File: src/rtl/mult_div_unit_if.sv
// mult_div_unit_if -- request/result bundle for the multiply/divide unit.
//
// Signals:
//   start       : request an operation (accepted only while idle)
//   op[1:0]     : 00 MULT, 01 MULTU, 10 DIV, 11 DIVU
//   a, b        : multiplicand/dividend, multiplier/divisor
//   hi_we/lo_we : MTHI/MTLO write strobes, data on wdata
//   busy        : operation in progress
//   done        : one-cycle completion pulse
//   div_by_zero : divide-by-zero flag, valid with done
//   hi, lo      : architectural HI/LO registers
//
// Modports: master drives requests (datapath/bench), slave is the unit.
interface mult_div_unit_if;
  logic        start;
  logic [1:0]  op;
  logic [31:0] a;
  logic [31:0] b;
  logic        hi_we;
  logic        lo_we;
  logic [31:0] wdata;
  logic        busy;
  logic        done;
  logic        div_by_zero;
  logic [31:0] hi;
  logic [31:0] lo;

  modport master (
    output start, op, a, b, hi_we, lo_we, wdata,
    input  busy, done, div_by_zero, hi, lo
  );

  modport slave (
    input  start, op, a, b, hi_we, lo_we, wdata,
    output busy, done, div_by_zero, hi, lo
  );
endinterface

File: src/rtl/mult_div_unit.sv
// mult_div_unit -- iterative 32x32 multiply / 32/32 divide with HI/LO.
//
// Ports:
//   clock : single clock, rising edge
//   reset : synchronous, active-high
//   bus   : mult_div_unit_if.slave (start/op/a/b, MTHI/MTLO strobes,
//           busy/done/div_by_zero status, hi/lo results)
//
// A start accepted at edge N latches operand magnitudes and sign flags,
// runs one shift-add (multiply) or restoring shift-subtract (divide) step
// on each of edges N+1..N+32, and writes HI/LO with a done pulse at N+33.
// Divide by zero skips the iterations and completes at N+1.
//
// Build option: define MDU_DIV_EN to build the divider. Without it, a
// divide request completes at N+1 with HI/LO unchanged and no flag.
module mult_div_unit (
  input  logic           clock,
  input  logic           reset,
  mult_div_unit_if.slave bus
);

  typedef enum logic [1:0] {
    IDLE = 2'd0,
    RUN  = 2'd1,
    FIN  = 2'd2
  } state_t;

  state_t      state;
  state_t      state_nxt;
  logic [5:0]  cnt;

  // Iteration datapath: acc holds {partial product, multiplier} for a
  // multiply and {remainder, dividend/quotient} for a divide.
  logic [63:0] acc;
  logic [31:0] mcand_r;
  logic        is_div_r;
  logic        neg_a_r;
  logic        neg_b_r;

  logic        done_r;
  logic        dbz_out_r;
  logic [31:0] hi_r;
  logic [31:0] lo_r;

  logic        busy;
  logic        step;
  logic        finish;

  // ---------------------------------------------------------------------
  // Request decode
  // ---------------------------------------------------------------------
  logic        accept;
  logic        op_div;
  logic        op_signed;
  logic        a_neg;
  logic        b_neg;
  logic        skip_run;
  logic [31:0] a_mag;
  logic [31:0] b_mag;

  assign accept    = (state == IDLE) && bus.start;
  assign op_div    = bus.op[1];
  assign op_signed = ~bus.op[0];
  assign a_neg     = op_signed & bus.a[31];
  assign b_neg     = op_signed & bus.b[31];
  // 0x80000000 negates to itself, which is its correct unsigned magnitude.
  assign a_mag     = a_neg ? -bus.a : bus.a;
  assign b_mag     = b_neg ? -bus.b : bus.b;

`ifdef MDU_DIV_EN
  logic div_zero;
  logic dbz_r;
  assign div_zero = op_div && (bus.b == '0);
  assign skip_run = div_zero;
`else
  assign skip_run = op_div;
`endif

  // ---------------------------------------------------------------------
  // FSM: state register / next state / outputs
  // ---------------------------------------------------------------------
  // NOTE: sequential state is updated with <= so every flop samples the
  // pre-edge values; = here would create order-dependent simulation races.
  always_ff @(posedge clock) begin
    if (reset) state <= IDLE;
    else       state <= state_nxt;
  end

  // NOTE: defaulting state_nxt first keeps every path assigned, so no
  // latch is inferred when a case branch leaves it untouched.
  always_comb begin
    state_nxt = state;
    case (state)
      IDLE:    if (bus.start) state_nxt = skip_run ? FIN : RUN;
      RUN:     if (cnt == 6'd31) state_nxt = FIN;
      FIN:     state_nxt = IDLE;
      default: state_nxt = IDLE;
    endcase
  end

  always_comb begin
    busy   = (state != IDLE);
    step   = (state == RUN);
    finish = (state == FIN);
  end

  // ---------------------------------------------------------------------
  // Iteration step
  // ---------------------------------------------------------------------
  logic [32:0] mul_sum;
  logic [63:0] mul_next;

  assign mul_sum  = {1'b0, acc[63:32]} + (acc[0] ? {1'b0, mcand_r} : 33'd0);
  assign mul_next = {mul_sum, acc[31:1]};

`ifdef MDU_DIV_EN
  logic [32:0] div_shift;
  logic [32:0] div_diff;
  logic [63:0] div_next;

  // Partial remainder is always below the divisor, so the 33-bit
  // difference borrows (bit 32 set) exactly when the subtract must be undone.
  assign div_shift = {acc[63:32], acc[31]};
  assign div_diff  = div_shift - {1'b0, mcand_r};
  assign div_next  = div_diff[32] ? {div_shift[31:0], acc[30:0], 1'b0}
                                  : {div_diff[31:0],  acc[30:0], 1'b1};
`endif

  // NOTE: the operand/iteration registers carry no reset: they are always
  // loaded on accept before being read, and HI/LO ignore them until FIN.
  always_ff @(posedge clock) begin
    if (accept) begin
      is_div_r <= op_div;
      neg_a_r  <= a_neg;
      neg_b_r  <= b_neg;
`ifdef MDU_DIV_EN
      dbz_r    <= div_zero;
`endif
      if (op_div) begin
        mcand_r <= b_mag;
`ifdef MDU_DIV_EN
        // Divide by zero returns the raw dividend in HI.
        acc     <= {32'd0, div_zero ? bus.a : a_mag};
`else
        acc     <= {32'd0, a_mag};
`endif
      end else begin
        mcand_r <= a_mag;
        acc     <= {32'd0, b_mag};
      end
    end else if (step) begin
`ifdef MDU_DIV_EN
      acc <= is_div_r ? div_next : mul_next;
`else
      acc <= mul_next;
`endif
    end
  end

  // ---------------------------------------------------------------------
  // Result sign fix-up
  // ---------------------------------------------------------------------
  logic [63:0] acc_neg;
  logic [31:0] res_hi;
  logic [31:0] res_lo;
  logic        wr_result;
  logic        dbz_hit;

  assign acc_neg = -acc;

  always_comb begin
    res_hi = acc[63:32];
    res_lo = acc[31:0];
    if (!is_div_r) begin
      if (neg_a_r ^ neg_b_r) {res_hi, res_lo} = acc_neg;
    end
`ifdef MDU_DIV_EN
    else if (dbz_r) begin
      res_hi = acc[31:0];
      res_lo = '1;
    end else begin
      // Quotient truncates toward zero; remainder follows the dividend.
      if (neg_a_r ^ neg_b_r) res_lo = -acc[31:0];
      if (neg_a_r)           res_hi = -acc[63:32];
    end
`endif
  end

`ifdef MDU_DIV_EN
  assign wr_result = 1'b1;
  assign dbz_hit   = dbz_r;
`else
  assign wr_result = ~is_div_r;
  assign dbz_hit   = 1'b0;
`endif

  // ---------------------------------------------------------------------
  // Architectural state: counter, status pulses, HI/LO
  // ---------------------------------------------------------------------
  always_ff @(posedge clock) begin
    if (reset) begin
      cnt       <= '0;
      done_r    <= 1'b0;
      dbz_out_r <= 1'b0;
      hi_r      <= '0;
      lo_r      <= '0;
    end else begin
      done_r    <= finish;
      dbz_out_r <= finish & dbz_hit;

      if (accept)    cnt <= '0;
      else if (step) cnt <= cnt + 6'd1;

      if (finish) begin
        if (wr_result) begin
          hi_r <= res_hi;
          lo_r <= res_lo;
        end
      end else if (!busy) begin
        // A strobe coinciding with start lands now and is overwritten
        // by the result at completion.
        if (bus.hi_we) hi_r <= bus.wdata;
        if (bus.lo_we) lo_r <= bus.wdata;
      end
    end
  end

  assign bus.busy        = busy;
  assign bus.done        = done_r;
  assign bus.div_by_zero = dbz_out_r;
  assign bus.hi          = hi_r;
  assign bus.lo          = lo_r;

endmodule
File: src/flat_wrapper.sv
// flat-port wrapper written by rule: the top's interface ports become plain ports
module mult_div_unit_flat 
  (clock, reset, bus_start, bus_op, bus_a, bus_b, bus_hi_we, bus_lo_we, bus_wdata, bus_busy, bus_done, bus_div_by_zero, bus_hi, bus_lo);
  mult_div_unit_if bus_i ();
  input  logic clock;
  input  logic reset;
  input wire logic [$bits(bus_i.start)-1:0] bus_start;
  input wire logic [$bits(bus_i.op)-1:0] bus_op;
  input wire logic [$bits(bus_i.a)-1:0] bus_a;
  input wire logic [$bits(bus_i.b)-1:0] bus_b;
  input wire logic [$bits(bus_i.hi_we)-1:0] bus_hi_we;
  input wire logic [$bits(bus_i.lo_we)-1:0] bus_lo_we;
  input wire logic [$bits(bus_i.wdata)-1:0] bus_wdata;
  output wire logic [$bits(bus_i.busy)-1:0] bus_busy;
  output wire logic [$bits(bus_i.done)-1:0] bus_done;
  output wire logic [$bits(bus_i.div_by_zero)-1:0] bus_div_by_zero;
  output wire logic [$bits(bus_i.hi)-1:0] bus_hi;
  output wire logic [$bits(bus_i.lo)-1:0] bus_lo;
  assign bus_i.start = bus_start;
  assign bus_i.op = bus_op;
  assign bus_i.a = bus_a;
  assign bus_i.b = bus_b;
  assign bus_i.hi_we = bus_hi_we;
  assign bus_i.lo_we = bus_lo_we;
  assign bus_i.wdata = bus_wdata;
  assign bus_busy = bus_i.busy;
  assign bus_done = bus_i.done;
  assign bus_div_by_zero = bus_i.div_by_zero;
  assign bus_hi = bus_i.hi;
  assign bus_lo = bus_i.lo;
  mult_div_unit u_core (.clock(clock), .reset(reset), .bus(bus_i));
endmodule
File: config.mk
export PLATFORM = sky130hd
export DESIGN_NAME = mult_div_unit_flat
export DESIGN_NICKNAME = d
export VERILOG_FILES = /design/src/rtl/mult_div_unit_if.sv /design/src/rtl/mult_div_unit.sv /design/src/flat_wrapper.sv
export SDC_FILE = /design/constraint.sdc
export NUM_CORES = 1
export LEC_CHECK = 0
export CAP_MARGIN = 20
export CORE_MARGIN = 2
export CORE_UTILIZATION = 55
export CTS_BUF_LIST = sky130_fd_sc_hd__clkbuf_8
export DETAILED_ROUTE_END_ITERATION = 12
export GPL_TIMING_DRIVEN = 0
export PLACE_DENSITY = 0.91
export SYNTH_ARGS = -nofsm -noshare
export SYNTH_HDL_FRONTEND = slang
export SYNTH_SLANG_ARGS = --single-unit
File: constraint.sdc
create_clock -name clock -period 4.25 [get_ports clock]
set_input_delay 0.425 -clock clock [delete_from_list [all_inputs] [get_ports clock]]
set_output_delay 0.425 -clock clock [all_outputs]
set_load 0.02 [all_outputs]
* Yosys cells after proc, flatten, opt, wreduce, memory -nomap -nowiden
Cells that the tools add are included.
** Storage, ports and cells
- Bits in registers :: 172
- Bits of input ports :: 103
- Output and inout bits :: 67
- Logic and storage cells :: 57
** Operators by class
- $add $sub $neg :: 5
- Equality and inequality tests :: 7
- Multiplexer cells :: 21
- Bitwise gates (word level) :: 4
- Reduce and logical (&&, ||, !) cells :: 10
** Operators by type and width (number)
- $mux W32 :: 15
- $mux W64 :: 2
- $neg A32 Y32 :: 2
- $neg A64 Y64 :: 1
- $add A32 B33 Y33 :: 1
- $reduce_bool A2 Y1 :: 4
- $add A6 B1 Y6 const B :: 1
- $eq A6 B5 Y1 const B :: 1
- $mux W2 :: 3
- $ne A2 B2 Y1 const B :: 3
- $reduce_and A3 Y1 :: 2
- $pmux W2 S2 :: 1
- $and A1 B1 Y1 :: 2
- $eq A2 B1 Y1 const B :: 1
- $eq A2 B2 Y1 const B :: 1
- $logic_not A2 Y1 :: 1
- $ne A2 B1 Y1 const B :: 1
- $reduce_and A2 Y1 :: 1
- $reduce_or A2 Y1 :: 1
- $logic_and A1 B1 Y1 :: 1
- $not A1 Y1 :: 1
- $xor A1 B1 Y1 :: 1

* Longest topological paths before layout
- Depth in word-level cells :: 5
- Depth in mapped cells :: 11
- Gate-level depth less buffers :: 9

* Least setup slack after synthesis
Ideal clock, no wire load.
- Path kind :: register -> register
- Start point :: register u_core.acc[0]
- End point :: register u_core.acc[63], data pin
- Library setup time :: 0.263 ns
- Arrival :: 2.487 ns
- Required time :: 3.987 ns
- Slack :: 1.500 ns
- Stages on the path, launching flop included :: 11
- Path buffers :: 1
- Cells stage by stage :: edfxtp_1 clkbuf_1 and2_1 ha_1 fa_1 a211oi_1 o21a_1 a211o_1 a21oi_1 o21ba_2 o2bb2ai_1
** Between the ends
- Word-level cells in the longest chain between the ends :: 4
** RTL lines
- start: declaration :: RTL line mult_div_unit.sv:34 : logic [63:0] acc;
- start signal: assignment :: RTL line mult_div_unit.sv:145 : acc <= {32'd0, a_mag};
- start signal: assignment :: RTL line mult_div_unit.sv:149 : acc <= {32'd0, b_mag};
- start signal: assignment :: RTL line mult_div_unit.sv:155 : acc <= mul_next;
- $mux W32 :: RTL line mult_div_unit.sv:113 : assign mul_sum = {1'b0, acc[63:32]} + (acc[0] ? {1'b0, mcand_r} : 33'd0);
- $add A32 B33 Y33 :: RTL line mult_div_unit.sv:113
- $mux W64 :: RTL line mult_div_unit.sv:151 : end else if (step) begin
- $mux W64 :: RTL line mult_div_unit.sv:132 : if (accept) begin
No other way between the ends. The select of a mux whose other input is x is not followed.
A chain may end at the register's enable or synchronous reset.

* Final worst setup path
- Start point :: register u_core.acc[0]
- End point :: register u_core.hi_r[24] (netlist: u_core.bus.hi[24])
** Between the ends
- Word-level cells in the longest chain between the ends :: 4
** RTL lines
- $neg A64 Y64 :: RTL line mult_div_unit.sv:169 : assign acc_neg = -acc;
- $mux W32 :: RTL line mult_div_unit.sv:175 : if (neg_a_r ^ neg_b_r) {res_hi, res_lo} = acc_neg;
- $mux W32 :: RTL line mult_div_unit.sv:215 : if (wr_result) begin
- $mux W32 :: RTL line mult_div_unit.sv:214 : if (finish) begin
- end signal: assignment :: RTL line mult_div_unit.sv:216 : hi_r <= res_hi;
- end signal: assignment :: RTL line mult_div_unit.sv:222 : if (bus.hi_we) hi_r <= bus.wdata;
- end: declaration :: RTL line mult_div_unit.sv:42 : logic [31:0] hi_r;
No other way between the ends. The select of a mux whose other input is x is not followed.

==> results by group <==
Outcome
  • Status: complete, no violations

Run
  • Max-cap violations: 0

Logic synthesis
  • Yosys top cell area share: 0.246
  • Top-count cell post-synth: nor2_1
  • Post-Synthesis Cells: about 1400
  • Number of library cell types mapped by synthesis: 71
  • Primary FF master, synth: edfxtp_1
  • Flops & latches, synth: 172
  • Synthesized area per cell: approximately 8.5 sq um
  • Post-synthesis cell area: around 12000 sq um
  • Async S/R FF share, synth: 0
  • EDFF count, synth: approximately 100
  • Cell taking the most area after synthesis: edfxtp_1
  • Post-synthesis sequential area ratio: 0.366
  • Top cells by area, synth: edfxtp_1 25%, dfxtp_1 12%, xnor2_1 5.0%
  • Syn. warnings: 0
  • Synth top cells by count: 151 x nor2_1, 127 x nand2_1, 115 x a21oi_1, 106 x o21ai_0, 99 x edfxtp_1
  • Syn_nets: 1572

Pwr
  • LEAKAGE: roughly 5.2 nW
  • Pwr Total: 6.21 mW
  • PwrDens: 426 nW/um^2
  • VDD IR-drop max: about 0.00021 V

Timing
  • TNS Setup: 0 ns
  • Post-route setup slack: 0.729 ns
  • Tmin final: roughly 3.5 ns
  • Hold Slack: 0.464 ns
  • Final max-slew violation count: 0
  • # setup viols final: 0
  • Slew headroom: 0.363
  • Final Hold Violating Endpoints: 0
  • Max Fclk: 284 MHz
  • Worst-margin pin slew: ~0.96 ns
  • Clock skew: 0.0211 ns
  • Unrepaired setup endpoints after global routing: no
  • Final period utilization: 0.828

Cells and area
  • Post-Layout Cell Count: 1914
  • Ant diodes: 0
  • Area of the multi-input gates: 7280 sq um
  • # fillers: 1752
  • Nets: about 1800
  • Final Util: 0.672
  • Reg area: roughly 4400 sq um
  • Layout area overhead: 20.4%
  • Cell area after layout: 14600 sq um
  • Share of cells above drive strength 1: 0.0349

Drt
  • Wire length per cell: 22.8 microns
  • DRT Pass-1 Iters: 6
  • Detailed router's first-iteration violation count: slightly below 2000
  • # DRC: 0
  • Post-DRT Antenna Nets: 0
  • Via Count: 12700
  • Vias/cell: about 6.6
  • WL final: between 40000 and 50000 microns

Clock tree
  • Max Buffers Root-to-Sink: 2
  • Hold_buf cts: 0
  • Post-CTS Setup Inserts: 0
  • CTS tree: built
  • Skew-Pair Late Insertion Delay: 0.49 ns
  • Htree depth: 4
  • Clock root cell: clkbuf_8
  • Clock transition at path regs: 0.10 ns
  • Clock sinks: around 170
  • Post_cts resized: 0
  • Num CTS Buffers: 17

Floorplan
  • Area of the core: ~22000 sq um
  • Initial Util: 0.558
  • Die area: 23200 sq um
  • I/O pin count: between 150 and 200
  • Rows: 54
  • Die Span Y: 152 microns
  • Die width: 152 microns

Worst hold path
  • Worst min path class: flop to flop

Place
  • Dpl hpwl: roughly 34000 microns
  • Area post-placement: 14200 sq um
  • Cell count after placement: 1882
  • Port Buf Inserts: 168
  • Pre-CTS setup slack: 0.674 ns
  • Final RePlAce weighted congestion: slightly below 1

Critical path
  • Crit path launch: u_core.acc[0]
  • Cells on worst reg2reg path: 9
  • CP Class: flop to flop
  • CP Capture Point: u_core.bus.hi[24]
  • Max Fanout on Critical Path: 10
  • Critical R2R Launch: u_core.acc[0]
  • Reg2reg end: u_core.bus.hi[24]
  • R2R Setup Slk: 0.73 ns
  • Startpoint class of the critical path: flop
  • Crit end category: flop
  • Worst EP required: 4.66 ns
  • CP Data Arrival Time: 3.93 ns

GRT
  • Vias in the first global route: 11500
  • Pin count of the biggest net entering global routing: 65
  • First-pass GRT wire length: between 60000 and 70000 microns
  • GRT Resource Usage Total: 0.363
  • Gr ovfl total: 0
  • Antenna violations before repair: 0
## cell usage in the layout (no fill, tap or decap), types with 41 or more instances in the layout
master	Yosys	routed
clkbuf_1	66	65
nor2_1	151	151
xor2_1	56	56
a21oi_1	115	115
dfxtp_1	73	73
edfxtp_1	99	99
o21ai_0	106	106
xnor2_1	69	69
nand2_1	127	127
and2_1	41	41
clkdlybuf4s50_1	0	168
nor3_1	54	54
## final cells by class
type	count	area share
multi-input cells	1157	0.499
inverters	26	0.00670
plain buffers	77	0.0204
flip-flops and latches	172	0.304
clock inverters	11	0.00893
clock buffers	20	0.0189
repair buffers	171	0.117
well taps	280	0.0240
## worst min path at each step
stage | start | end | slack [ns] | cells after the start
2_1_floorplan | u_core.cnt[5] | u_core.cnt[5] | 0.46 | 2
3_3_place_gp | u_core.bus.lo[23] | u_core.bus.lo[23] | 0.44 | 1
3_5_place_dp | u_core.bus.lo[25] | u_core.bus.lo[25] | 0.44 | 1
4_1_cts | u_core.bus.lo[25] | u_core.bus.lo[25] | 0.46 | 1
5_1_grt | u_core.bus.lo[13] | u_core.bus.lo[13] | 0.48 | 1
6_report | u_core.bus.lo[27] | u_core.bus.lo[27] | 0.46 | 1
## cell families after synthesis
kind of cell,Yosys count,share of synthesized area
and+or+nand+nor,519,0.208
buffers and inverters,103,0.0326
other,1,0.000310
adders and majority gates,37,0.0389
xor gates and xnor gates,125,0.0904
AOI/OAI and AO/OA,444,0.238
DFF,172,0.366
muxes,31,0.0258
## where the power goes
part	internal, mW	switching, mW	total [mW]
combinational	0.991	1.54	2.54
clock	0.574	0.659	1.23
sequential	2.11	0.338	2.44
total	3.67	2.54	6.21
## routing by layer
layer  global-route usage  share of wire  up-vias
li1                     -              -     5742
met1                0.486           0.39     5846
met2                0.563           0.44      982
met3               0.0697           0.12      130
met4                0.186          0.055        0
met5                    0              0        -
## sequential cells by signal, indices dropped and copies added, names as in the netlist
name             cells
u_core.acc          64
u_core.bus.done      1
u_core.bus.hi       32
u_core.bus.lo       32
u_core.cnt           6
u_core.is_div_r      1
u_core.mcand_r      32
u_core.neg_a_r       1
u_core.neg_b_r       1
u_core.state         2
## worst max-delay path, stage by stage, from the launching register on
cell and delay, ns:
edfxtp_1 0.58, clkbuf_1 0.30, inv_1 0.11, ha_1 0.24
nor3b_1 0.43, nand2_1 0.17, nor4_2 0.81, a41oi_1 0.33
xnor2_1 0.23, a211oi_1 0.23
(Power assumes the default switching activity.)
